==> config.mk <==
export PLATFORM = sky130hd
export DESIGN_NAME = entropy_block_builder_flat
export DESIGN_NICKNAME = d
export VERILOG_FILES = /design/src/rtl/entropy_pkg.sv /design/src/rtl/entropy_block_builder_if.sv /design/src/rtl/rct_monitor.sv /design/src/rtl/entropy_block_builder.sv /design/src/flat_wrapper.sv
export SDC_FILE = /design/constraint.sdc
export NUM_CORES = 1
export LEC_CHECK = 0
export CAP_MARGIN = 15
export CORE_MARGIN = 5
export CORE_UTILIZATION = 50
export DETAILED_ROUTE_END_ITERATION = 10
export GPL_ROUTABILITY_DRIVEN = 0
export PLACE_DENSITY = 0.8
export RECOVER_POWER = 100
export SYNTH_ARGS = -nofsm -noshare
export SYNTH_HDL_FRONTEND = slang
export SYNTH_SLANG_ARGS = --single-unit
==> constraint.sdc <==
create_clock -name clk -period 5.7 [get_ports clk]
set_input_delay 1.14 -clock clk [delete_from_list [all_inputs] [get_ports clk]]
set_output_delay 1.14 -clock clk [all_outputs]
set_load 0.03 [all_outputs]
==> src/rtl/entropy_pkg.sv <==
// Shared types, widths and the SHA-256 single-block padding helper for the
// entropy block builder.
package entropy_pkg;

    localparam int LEN_FIELD_W = 64;
    localparam int BLOCK_W     = 512;

    typedef enum logic [2:0] {
        IDLE    = 3'd0,
        COLLECT = 3'd1,
        PAD     = 3'd2,
        START   = 3'd3,
        WAIT    = 3'd4
    } state_t;

    // Keep the top msg_bits message bits, append the 1 marker, zero-fill,
    // and place the bit length in the low 64 bits.
    function automatic logic [BLOCK_W-1:0] pad_block(
        input logic [BLOCK_W-1:0] msg,
        input int                 msg_bits
    );
        logic [BLOCK_W-1:0] blk;
        blk = msg;
        for (int i = LEN_FIELD_W; i < BLOCK_W; i++) begin
            if (i == BLOCK_W - 1 - msg_bits) begin
                blk[i] = 1'b1;
            end else if (i < BLOCK_W - 1 - msg_bits) begin
                blk[i] = 1'b0;
            end else begin
                blk[i] = msg[i];
            end
        end
        blk[LEN_FIELD_W-1:0] = LEN_FIELD_W'(msg_bits);
        return blk;
    endfunction

endpackage

==> src/rtl/entropy_block_builder_if.sv <==
// Bit stream, hash-core handshake and status signals of the entropy block
// builder, grouped for connection between the builder and its environment.
interface entropy_block_builder_if;
    import entropy_pkg::*;

    logic               enable;
    logic               bit_in;
    logic               bit_valid;
    logic               hash_rdy;
    logic [BLOCK_W-1:0] M;
    logic               start;
    logic               busy;
    logic               health_fail;
    logic [7:0]         drop_cnt;

    modport master (
        output enable, bit_in, bit_valid, hash_rdy,
        input  M, start, busy, health_fail, drop_cnt
    );

    modport slave (
        input  enable, bit_in, bit_valid, hash_rdy,
        output M, start, busy, health_fail, drop_cnt
    );

endinterface

==> src/rtl/rct_monitor.sv <==
// Repetition-count health test: trip pulses combinationally on the accepted
// bit that makes the run of identical bits reach RCT_LIMIT.
module rct_monitor #(
    parameter int RCT_LIMIT = 32
) (
    input  logic clk,
    input  logic rst_n,
    input  logic clear,
    input  logic bit_in,
    input  logic valid,
    output logic trip
);

    logic [7:0] run_r;
    logic       prev_r;
    logic       same_s;
    logic [7:0] run_next_s;

    // A run length of zero means no history, so the next bit starts a new run.
    always_comb begin
        same_s     = (run_r != 8'd0) && (bit_in == prev_r);
        run_next_s = same_s ? (run_r + 8'd1) : 8'd1;
        trip       = valid && !clear && (run_next_s == 8'(RCT_LIMIT));
    end

    // Run length and previous-bit history.
    always_ff @(posedge clk or negedge rst_n) begin
        if (!rst_n) begin
            run_r  <= 8'd0;
            prev_r <= 1'b0;
        end else if (clear) begin
            run_r  <= 8'd0;
            prev_r <= 1'b0;
        end else if (valid) begin
            run_r  <= trip ? 8'd0 : run_next_s;
            prev_r <= bit_in;
        end else begin
            run_r  <= run_r;
            prev_r <= prev_r;
        end
    end

endmodule

==> src/rtl/entropy_block_builder.sv <==
// Collects raw entropy bits into a SHA-256 single-block message, pads it,
// starts the hash core and holds the block until the core reports done.
module entropy_block_builder
    import entropy_pkg::*;
#(
    parameter int MSG_BITS  = 440,
    parameter int RCT_LIMIT = 32
) (
    input logic                    clk,
    input logic                    rst_n,
    entropy_block_builder_if.slave bus
);

    state_t             state_r;
    state_t             next_state_s;
    logic [8:0]         cnt_r;
    logic [BLOCK_W-1:0] m_r;
    logic               start_r;
    logic               busy_r;
    logic               health_fail_r;
    logic [7:0]         drop_cnt_r;

    logic               accept_s;
    logic               last_s;
    logic               trip_s;
    logic               rct_clear_s;
    logic               drop_s;
    logic [8:0]         idx_s;

    rct_monitor #(
        .RCT_LIMIT (RCT_LIMIT)
    ) u_rct (
        .clk    (clk),
        .rst_n  (rst_n),
        .clear  (rct_clear_s),
        .bit_in (bus.bit_in),
        .valid  (accept_s),
        .trip   (trip_s)
    );

    // Datapath qualifiers; run history is cleared whenever no block is open.
    always_comb begin
        accept_s    = (state_r == COLLECT) && bus.bit_valid;
        last_s      = accept_s && (cnt_r == 9'(MSG_BITS - 1));
        rct_clear_s = (state_r != COLLECT);
        drop_s      = bus.bit_valid &&
                      ((state_r == PAD) || (state_r == START) || (state_r == WAIT));
        idx_s       = 9'(BLOCK_W - 1) - cnt_r;
    end

    // State register.
    always_ff @(posedge clk or negedge rst_n) begin
        if (!rst_n) begin
            state_r <= IDLE;
        end else begin
            state_r <= next_state_s;
        end
    end

    // Next-state logic; an RCT trip on the final bit wins over PAD.
    always_comb begin
        next_state_s = state_r;
        case (state_r)
            IDLE: begin
                if (bus.enable) begin
                    next_state_s = COLLECT;
                end else begin
                    next_state_s = IDLE;
                end
            end
            COLLECT: begin
                if (last_s && !trip_s) begin
                    next_state_s = PAD;
                end else begin
                    next_state_s = COLLECT;
                end
            end
            PAD:   next_state_s = START;
            START: next_state_s = WAIT;
            WAIT: begin
                if (bus.hash_rdy) begin
                    next_state_s = bus.enable ? COLLECT : IDLE;
                end else begin
                    next_state_s = WAIT;
                end
            end
            default: next_state_s = IDLE;
        endcase
    end

    // Message register and bit counter.
    always_ff @(posedge clk or negedge rst_n) begin
        if (!rst_n) begin
            m_r   <= {BLOCK_W{1'b0}};
            cnt_r <= 9'd0;
        end else begin
            case (state_r)
                COLLECT: begin
                    if (accept_s && trip_s) begin
                        m_r   <= {BLOCK_W{1'b0}};
                        cnt_r <= 9'd0;
                    end else if (accept_s) begin
                        m_r[idx_s] <= bus.bit_in;
                        cnt_r      <= cnt_r + 9'd1;
                    end else begin
                        cnt_r <= cnt_r;
                    end
                end
                PAD: begin
                    m_r <= pad_block(m_r, MSG_BITS);
                end
                WAIT: begin
                    if (bus.hash_rdy) begin
                        cnt_r <= 9'd0;
                    end else begin
                        cnt_r <= cnt_r;
                    end
                end
                default: begin
                    m_r   <= m_r;
                    cnt_r <= cnt_r;
                end
            endcase
        end
    end

    // Registered status outputs; start and busy follow the upcoming state.
    always_ff @(posedge clk or negedge rst_n) begin
        if (!rst_n) begin
            start_r       <= 1'b0;
            busy_r        <= 1'b0;
            health_fail_r <= 1'b0;
            drop_cnt_r    <= 8'd0;
        end else begin
            start_r       <= (next_state_s == START);
            busy_r        <= (next_state_s != IDLE);
            health_fail_r <= health_fail_r | (accept_s && trip_s);
            if (drop_s && (drop_cnt_r != 8'hFF)) begin
                drop_cnt_r <= drop_cnt_r + 8'd1;
            end else begin
                drop_cnt_r <= drop_cnt_r;
            end
        end
    end

    assign bus.M           = m_r;
    assign bus.start       = start_r;
    assign bus.busy        = busy_r;
    assign bus.health_fail = health_fail_r;
    assign bus.drop_cnt    = drop_cnt_r;

endmodule
==> src/flat_wrapper.sv <==
// flat-port wrapper written by rule: the top's interface ports become plain ports
module entropy_block_builder_flat import entropy_pkg::*;
#(
    parameter int MSG_BITS  = 440,
    parameter int RCT_LIMIT = 32
)
  (clk, rst_n, bus_enable, bus_bit_in, bus_bit_valid, bus_hash_rdy, bus_M, bus_start, bus_busy, bus_health_fail, bus_drop_cnt);
  entropy_block_builder_if bus_i ();
  input logic clk;
  input logic rst_n;
  input wire logic [$bits(bus_i.enable)-1:0] bus_enable;
  input wire logic [$bits(bus_i.bit_in)-1:0] bus_bit_in;
  input wire logic [$bits(bus_i.bit_valid)-1:0] bus_bit_valid;
  input wire logic [$bits(bus_i.hash_rdy)-1:0] bus_hash_rdy;
  output wire logic [$bits(bus_i.M)-1:0] bus_M;
  output wire logic [$bits(bus_i.start)-1:0] bus_start;
  output wire logic [$bits(bus_i.busy)-1:0] bus_busy;
  output wire logic [$bits(bus_i.health_fail)-1:0] bus_health_fail;
  output wire logic [$bits(bus_i.drop_cnt)-1:0] bus_drop_cnt;
  assign bus_i.enable = bus_enable;
  assign bus_i.bit_in = bus_bit_in;
  assign bus_i.bit_valid = bus_bit_valid;
  assign bus_i.hash_rdy = bus_hash_rdy;
  assign bus_M = bus_i.M;
  assign bus_start = bus_i.start;
  assign bus_busy = bus_i.busy;
  assign bus_health_fail = bus_i.health_fail;
  assign bus_drop_cnt = bus_i.drop_cnt;
  entropy_block_builder #(.MSG_BITS(MSG_BITS), .RCT_LIMIT(RCT_LIMIT)) u_core (.clk(clk), .rst_n(rst_n), .bus(bus_i));
endmodule
# == Yosys cells after proc, flatten, opt, wreduce, memory -nomap -nowiden ==
# Cells that the tools add are included.
# op_classes
addsub,4
n_lt_le_gt_ge,2
n_eq_ne,12
n_mux,20
bitwise_logic,2
n_reduce_logical,24
# ops
cell,n
512-bit 2-to-1 mux,2
512-bit case mux with 2 select lines,1
512-bit bitwise mux,1
8-bit 2-to-1 mux,4
9-bit 2-to-1 mux,3
9-bit case mux with 2 select lines,1
"8-bit by 1-bit adder with 8-bit output, second input constant",2
3-bit case mux with 5 select lines,1
1-bit logical AND,10
"9-bit by 10-bit < comparator with 1-bit output, second input constant",1
"9-bit by 1-bit adder with 9-bit output, second input constant",1
1-bit demux with 9-bit select,1
"3-bit by 2-bit == test with 1-bit output, second input constant",3
"9-bit == test, second input constant",1
"9-bit by 1-bit greater-or-equal comparator with 1-bit output, second input constant",1
"9-bit subtractor, first input constant",1
"8-bit by 6-bit == test with 1-bit output, second input constant",1
"8-bit inequality test, second input constant",1
2-bit nonzero test,4
8-bit nonzero test,1
3-bit AND reduction,2
1-bit 2-to-1 mux,4
"3-bit by 1-bit == test with 1-bit output, second input constant",1
"3-bit == test, second input constant",1
13 further kinds,15
# totals
regBits,544
inputBits,6
output_inout_bits,523
wordCells,74

# == Longest topological paths before layout ==
# Gate-level depths: netlist of run 1.
# depth
word_depth,10
mapped_depth,12
depth_no_buf,8

# == Modules after synthesis ==
# From an unflattened synthesis of run 1, not the netlist that was laid out.
# hier_totals
cells_unflattened,2461
area_unflattened_um2,24556.1
# by_module_without_submodules
mod,n_inst,cells_each,area_per_inst_um2,seq_area_each_um2
entropy_block_builder,1,2383,23889.2,13387.8
rct_monitor,1,78,666.9,225.2

# == Worst setup path before layout of run 1 ==
# OpenSTA, ideal clock, no wires.
# synth_timing
path_type,input port to flip-flop
from,input bus_bit_valid
to,register u_core.m_r[11] (netlist: u_core.bus.M[11])
setup_time_ns,0.121
arrival_time_ns,2.825
required_time_ns,5.579
setup_slack_ns,2.754
cell_stages,9
path_buffers,3
cell_sequence,clkbuf_1 > nand3b_1 > a21oi_1 > and3_1 > clkbuf_1 > buf_2 > nand3_1 > mux2i_1 > nor2_1
# synth_via
elab_chain_len,6
# synth_rtl
element,line,rtl
from (decl),flat_wrapper.sv:13,input wire logic [$bits(bus_i.bit_valid)-1:0] bus_bit_valid;
1-bit logical AND (*),entropy_block_builder.sv:43,accept_s = (state_r == COLLECT) && bus.bit_valid;
1-bit logical AND (2 in a row),rct_monitor.sv:23,trip = valid && !clear && (run_next_s == 8'(RCT_LIMIT));
1-bit logical AND,entropy_block_builder.sv:99,if (accept_s && trip_s) begin
512-bit 2-to-1 mux or 3-bit by 2-bit inequality test with 1-bit output (tied branches),-,
512-bit case mux with 2 select lines or 2-bit AND reduction (tied branches),-,
to (signal assigned),entropy_block_builder.sv:94,m_r <= {BLOCK_W{1'b0}};
to (signal assigned),entropy_block_builder.sv:100,m_r <= {BLOCK_W{1'b0}};
"to (signal, indexed assignment)",entropy_block_builder.sv:103,m_r[idx_s] <= bus.bit_in;
to (decl),entropy_block_builder.sv:17,logic [BLOCK_W-1:0] m_r;
# Every way passes the cells marked *; elsewhere a longest branch is shown, timed or not. The select of a mux whose other input is x is not followed.
# A chain may end at the register's enable or synchronous reset.

# == Worst setup path after layout of run 1 ==
# layout_timing
from,input bus_bit_valid
to,register u_core.m_r[296] (netlist: u_core.bus.M[296])
# layout_via
elab_chain_len,6
# layout_rtl
element,line
1-bit logical AND (*),entropy_block_builder.sv:43
1-bit logical AND (2 in a row),rct_monitor.sv:23
1-bit logical AND,entropy_block_builder.sv:99
512-bit 2-to-1 mux or 2-bit nonzero test (tied branches),-
512-bit case mux with 2 select lines or 3-bit AND reduction (tied branches),-
# Marked as above.

==> results.yml, run 1 <==
sta:
  setup_tns_ns: 0
  setup-violations-final: 0
  fin_skew_ns: 0.01980
  hold_viol: 0
  maxSlewHeadroom_pct: -119.6
  finalMaxSlewViolations: 455
  period_share_pct: 81.96
  rsz0062_at_grt: "false"
  fmax_mhz: 214.0
  tightest_slew_ns: 3.294
  period_needed_ns: 4.672
finish:
  diodes: 0
  fin_nets: 2565
  layout-drive-gt1-share_pct: 8.891
  layout_commonest_cell: "dfrtp_1"
  mostFrequentLayoutCells: "544 x dfrtp_1, 525 x dlygate4sd3_1, 476 x o21ai_0"
  finalInstanceArea_um2: 30330
  nFillCells: 3485
  synthToLayoutAreaGrowth_pct: 30.36
yosys:
  syn_nets: 2202
  yosys.area_share.simple_pct: 6.882
  synth_seq_cells: 544
  netlist_area_um2: 23270
  synthAdderAreaFrac_pct: 0.3764
  syn_inst: 2189
  synth_seq_area_share_pct: 58.50
  synth_xor_xnor_area_share_pct: 0.4517
  yosys_warnings: 0
  synth_edf_count: 0
  synth_flop_cell: "dfrtp_1"
  async_reset_ff_share_pct: 100.0
  synth_top_family_by_area: "compound AO/OA/AOI/OAI gates"
  avgSynthCellArea_um2: 10.63
  muxShareOfSynthArea_pct: 1.683
  yosysUniqueCellTypes: 55
  synth_compound_area_share_pct: 26.23
worst_setup_path:
  rr_endpoint: "u_core.bus.M[433]"
  reg2reg_slack_ns: 1.45
  cp_top_family: "buffers and inverters"
  crit_chain: "dlygate4sd3_1, and3b_1, clkbuf_1, nand3_2, clkbuf_1, o21ai_0, o22ai_1"
  end_kind: "flop"
  startpoint_type: "input port"
  crit_required_ns: 6.21
  reg2reg_depth: 7
  path_common_cell: "clkbuf_1"
  max_stage_delay_ns: 1.73
  crit-reg2reg-launch: "u_core.u_rct.run_r[0]"
  path_buf_inv: 3
  critPathArrivalTime_ns: 5.19
  slowest_stage: "clkbuf_1"
  worstSetupPathType: "in2reg"
  cp_max_fo: 29
min_path:
  hold_depth: 1
  hold_start: "u_core.bus.health_fail"
  holdCritPathClass: "reg2reg"
  min_to: "u_core.bus.health_fail"
routing:
  drt_first_pass_iters: 6
  wl_met2_um: 40590
  drt_iter0_drc: 2601
  viasPerCell: 6.718
  drc: 0
  routedWlPerCell_um: 27.96
  drt_wl_total_um: 89600
  wl_met3_um: 10650
  antenna_left: 0
  top_layer_used: "met4"
  met1_length_um: 33440
  num_vias: 21530
clocking:
  clk_pin_slew_ns: 0.07
  post_cts_buffers: 0
  cts-root-buf: "clkbuf_16"
  insertion_delay_ns: 0.62
  postCtsResizedCells: 0
  htree_levels: 2
  cts_hold_buf: 0
  tritoncts: "built"
  clock_path_buffers: 3
  cts_sinks: 544
  cts_buffers: 55
floorplanning:
  initial_core_util_pct: 50.30
  fp.dieH_um: 225.7
  placementRows: 79
  core_area_um2: 46260
  dieArea_um2: 50950
  die_w_um: 225.7
  ioPinCount: 529
power:
  pwr_density_cell_nw_per_um2: 350.1
  ir_drop_uv: 259.0
  leakage_nw: 14.45
global_route:
  grt_pass1_wl_um: 132300
  grt.total_usage_pct: 33.73
  antenna_found_initial: 1
  grt_overflow_total: 0
  grt_pass1_vias: 20942
  grt_max_degree: 122
status:
  status: "finished, violations left"
  violations: "capacitance limit, slew limit"
placed_design:
  placed_area_um2: 28580
  port_buffers: 528
  hpwl_um: 55880
job:
  cap_viol_max_count: 13
==> final cells by class <==
type | count | area, um2 | share of cell area (%)
sequential | 544 | 13610 | 44.88
multi-input combinational | 1359 | 8183 | 26.98
timing repair buffer | 582 | 5813 | 19.16
clock buffer | 66 | 1488 | 4.904
tap | 607 | 759.5 | 2.504
clock inverter | 37 | 440.4 | 1.452
inverter | 10 | 37.54 | 0.1237
==> worst max path at each step <==
| stage | from | endpoint | cells after the start |
|---|---|---|---|
| global placement | bus_bit_valid | u_core.bus.M[499] | 5 |
| global route | bus_bit_valid | u_core.bus.M[500] | 6 |
| floorplan | bus_bit_valid | u_core.bus.M[11] | 9 |
| CTS | bus_bit_valid | u_core.bus.M[189] | 6 |
| detailed placement | bus_bit_valid | u_core.bus.M[396] | 6 |
| finish | bus_bit_valid | u_core.bus.M[296] | 7 |
==> logic make-up after synthesis <==
family,Yosys count
and+or+nand+nor,314
adders and majority gates,7
xor gates and xnor gates,12
AOI/OAI and AO/OA,987
buffers and inverters,286
DFF,544
muxes,39
==> synth_stat cells, types with 2 or more instances <==
library cell  count  area, um2
a21o_1            2      15.01
a21oi_1          46      230.2
a22o_1            2      17.52
a31oi_1           2      12.51
and2_1            3      18.77
and3_1           11      68.82
and3b_1           3      26.28
buf_2            76      380.4
buf_4            13      97.59
buf_6            20      225.2
clkbuf_1        166      623.1
dfrtp_1         544      13610
ha_1              7      87.58
inv_1            10      37.54
mux2i_1          38      380.4
nand2_1          78      292.8
nand2b_1          7      43.79
nand3_1          48      240.2
nand3_2           4      40.04
nand3b_1          3      22.52
nand4_1          43      269.0
nor2_1           58      217.7
nor2b_1           6      37.54
nor3_1           11      55.05
nor3b_1           3      22.52
nor4_1            2      12.51
o21ai_0         475       2377
o21ai_1           5      25.02
o22ai_1         357       2233
o22ai_2          83       1039
o311ai_0          2      17.52
o31ai_1           3      22.52
or3_1            26      162.7
xnor2_1           7      61.31
xor2_1            5      43.79
==> layer usage <==
layer	vias to the layer above	GRT usage (%)
li1	8882	-
met1	10712	44.48
met2	1619	51.86
met3	317	10.19
met4	0	15.35
met5	-	0
==> metrics by stage <==
stage | cells | setup slack (ns) | utilization (%) | hold slack (ns) | power (mW)
final | 3205 | 1.028 | 65.57 | 0.4721 | 10.62
after CTS | 3202 | 2.043 | 65.94 | 0.4795 | 10.73
after global placement | 3098 | 1.527 | 61.71 | 0.4546 | 6.815
after global routing | 3205 | 1.004 | 65.57 | 0.4990 | 10.95
after detailed placement | 3099 | 1.432 | 61.77 | 0.4639 | 6.883
after floorplan | 2189 | 2.754 | - | 0.5075 | 5.750
==> flip-flops by register name, indices dropped and copies added, names as in the netlist, 3 cells and up <==
register	flops
u_core.bus.M	512
u_core.cnt_r	9
u_core.bus.drop_cnt	8
u_core.u_rct.run_r	8
u_core.state_r	3
==> worst reg2reg max path, cell delays in order, from the launching register on <==
cell,delay [ns]
dfrtp_1,0.47
inv_1,0.11
ha_1,0.15
or3b_2,0.46
o21a_1,0.27
a31oi_2,0.46
nand3_1,1.52
o22ai_1,0.69
==> report_power, final <==
group	switching, mW	internal [mW]	leakage (nW)	total [mW]
logic	1.65	0.669	5.99	2.32
clock network	1.61	2.28	0.966	3.89
registers	0.239	4.17	7.49	4.41
Power figures use the tool's default switching activity.
==> run 2, diff against run 1 <==
--- a/config.mk
+++ b/config.mk
@@ -7,10 +7,10 @@
 export LEC_CHECK = 0
 export CAP_MARGIN = 15
 export CORE_MARGIN = 5
-export CORE_UTILIZATION = 50
+export CORE_UTILIZATION = 46
 export DETAILED_ROUTE_END_ITERATION = 10
 export GPL_ROUTABILITY_DRIVEN = 0
-export PLACE_DENSITY = 0.8
+export PLACE_DENSITY = 0.77
 export RECOVER_POWER = 100
 export SYNTH_ARGS = -nofsm -noshare
 export SYNTH_HDL_FRONTEND = slang
==> constraint.sdc (replaced) <==
create_clock -name clk -period 3.8 [get_ports clk]
set_input_delay 0.76 -clock clk [delete_from_list [all_inputs] [get_ports clk]]
set_output_delay 0.76 -clock clk [all_outputs]
set_load 0.03 [all_outputs]
==> results.yml, run 2 (synthesis results as in run 1) <==
status:
  status: "finished, violations left"
  violations: "capacitance limit, slew limit"
finish:
  synthToLayoutAreaGrowth_pct: 30.84
  largest_register_ff_count: 512
  mostFrequentLayoutCells: "544 x dfrtp_1, 523 x dlygate4sd3_1, 476 x o21ai_0"
  layout-drive-gt1-share_pct: 8.963
  final_core_util_pct: 60.81
  diodes: 0
  layout_commonest_cell: "dfrtp_1"
  fin_nets: 2601
worst_setup_path:
  critPathArrivalTime_ns: 4.02
  worstSetupPathType: "reg2reg"
  crit_chain: "ha_1, and3_1, nand3_1, a211o_1, a31oi_2, nand3_2, clkbuf_2, o22ai_1"
  slowest_stage: "nand3_2"
  max_stage_delay_ns: 0.55
  cp_top_family: "compound AO/OA/AOI/OAI gates"
  startpoint_type: "flop"
  cp_max_fo: 14
  end_kind: "flop"
  crit_required_ns: 4.31
  path_buf_inv: 1
clocking:
  htree_levels: 2
  clk_pin_slew_ns: 0.06
  cts_buffers: 55
  cts-root-buf: "clkbuf_16"
  clock_path_buffers: 3
  postCtsResizedCells: 0
  cts_hold_buf: 0
  tritoncts: "built"
  insertion_delay_ns: 0.60
  post_cts_buffers: 0
  cts_sinks: 544
global_route:
  grt_pass1_wl_um: 138900
  grt_pass1_vias: 21702
  grt_overflow_total: 0
  met2_usage_pct: 48.42
  antenna_found_initial: 1
  gr-max-usage-layer: "met2"
  grt_use_met1_pct: 42.44
  met3_usage_pct: 9.991
  grt.total_usage_pct: 32.08
  grt_max_degree: 93
placed_design:
  port_buffers: 528
  hpwl_um: 57190
sta:
  fmax_mhz: 284.3
  period_share_pct: 92.57
  fin_skew_ns: 0.02473
  setup-violations-final: 0
  finalMaxSlewViolations: 88
  hold_viol: 0
  setup_tns_ns: 0
  period_needed_ns: 3.518
  maxSlewHeadroom_pct: -83.14
  rsz0062_at_grt: "false"
  tightest_slew_ns: 2.747
power:
  leakage_nw: 14.57
  pwr_density_cell_nw_per_um2: 519.9
  ir_drop_uv: 346.0
  finalPower_mw: 15.83
min_path:
  holdCritPathClass: "reg2reg"
floorplanning:
  core_area_um2: 50070
  fp.dieH_um: 234.9
  die_w_um: 234.9
  placementRows: 82
  ioPinCount: 529
  dieArea_um2: 55190
  initial_core_util_pct: 46.48
routing:
  drt_first_pass_iters: 5
  viasPerCell: 6.523
  routedWlPerCell_um: 27.75
  drc: 0
  antenna_left: 0
  num_vias: 21560
  drt_iter0_drc: 3007
  drt_wl_total_um: 91700
job:
  cap_viol_max_count: 1
run 2: changes by cell type in the layout (fill, tap and decap cells not counted), moves of 6 or more:
cell | before | now
buf_4 | 35 | 57
clkbuf_8 | 7 | 13
or3_1 | 27 | 17
clkinv_2 | 20 | 11
clkbuf_2 | 3 | 13
o22ai_1 | 378 | 423
or3_2 | 0 | 10
o22ai_2 | 62 | 17
buf_12 | 8 | 16
run 2: final timing paths:
path                                        startpoint                     end  slack (ns)  cells after the start
min in group asynchronous                        rst_n        u_core.bus.M[95]        0.96                      1
worst max register to register   u_core.u_rct.run_r[0]       u_core.bus.M[145]        0.28                      8
max in group asynchronous                        rst_n       u_core.bus.M[487]        0.93                      2
worst min register to register  u_core.bus.health_fail  u_core.bus.health_fail        0.49                      1
worst min-delay path            u_core.bus.health_fail  u_core.bus.health_fail        0.49                      1
worst max-delay path             u_core.u_rct.run_r[0]       u_core.bus.M[145]        0.28                      8
run 2: power by group:
part | switching [mW] | leakage (nW) | internal [mW] | total, mW
Combinational | 2.48 | 6.15 | 1.03 | 3.50
Clock | 2.33 | 0.932 | 3.34 | 5.67
Sequential | 0.392 | 7.49 | 6.26 | 6.65
Total | 5.20 | 14.6 | 10.6 | 15.8
run 2: layout make-up:
| type | count | area (um2) |
|---|---|---|
| multi-input combinational | 1359 | 7956 |
| inverter | 10 | 37.54 |
| sequential | 544 | 13610 |
| clock inverter | 21 | 245.2 |
| clock buffer | 81 | 1647 |
| timing repair buffer | 618 | 6106 |
| fill | 3996 | 19620 |
| tap | 672 | 840.8 |
run 2: per-layer routing:
layer,part of all wire [%],routed length [um]
met5,0.014,13
met4,6.1,5586
met3,12,10900
met2,45,40850
met1,37,34350
run 2: through the flow:
step / setup slack, ns / instance area, um2 / std cells / hold WS, ns
after floorplan: 1.234 / 23270 / 2189 / 0.4644
after global placement: 0.4962 / 29070 / 3203 / 0.4531
after detailed placement: 0.4020 / 29070 / 3203 / 0.4640
after CTS: 0.5079 / 30960 / 3305 / 0.1925
after global routing: 0.1855 / 30450 / 3305 / 0.5051
final: 0.2824 / 30450 / 3305 / 0.4923
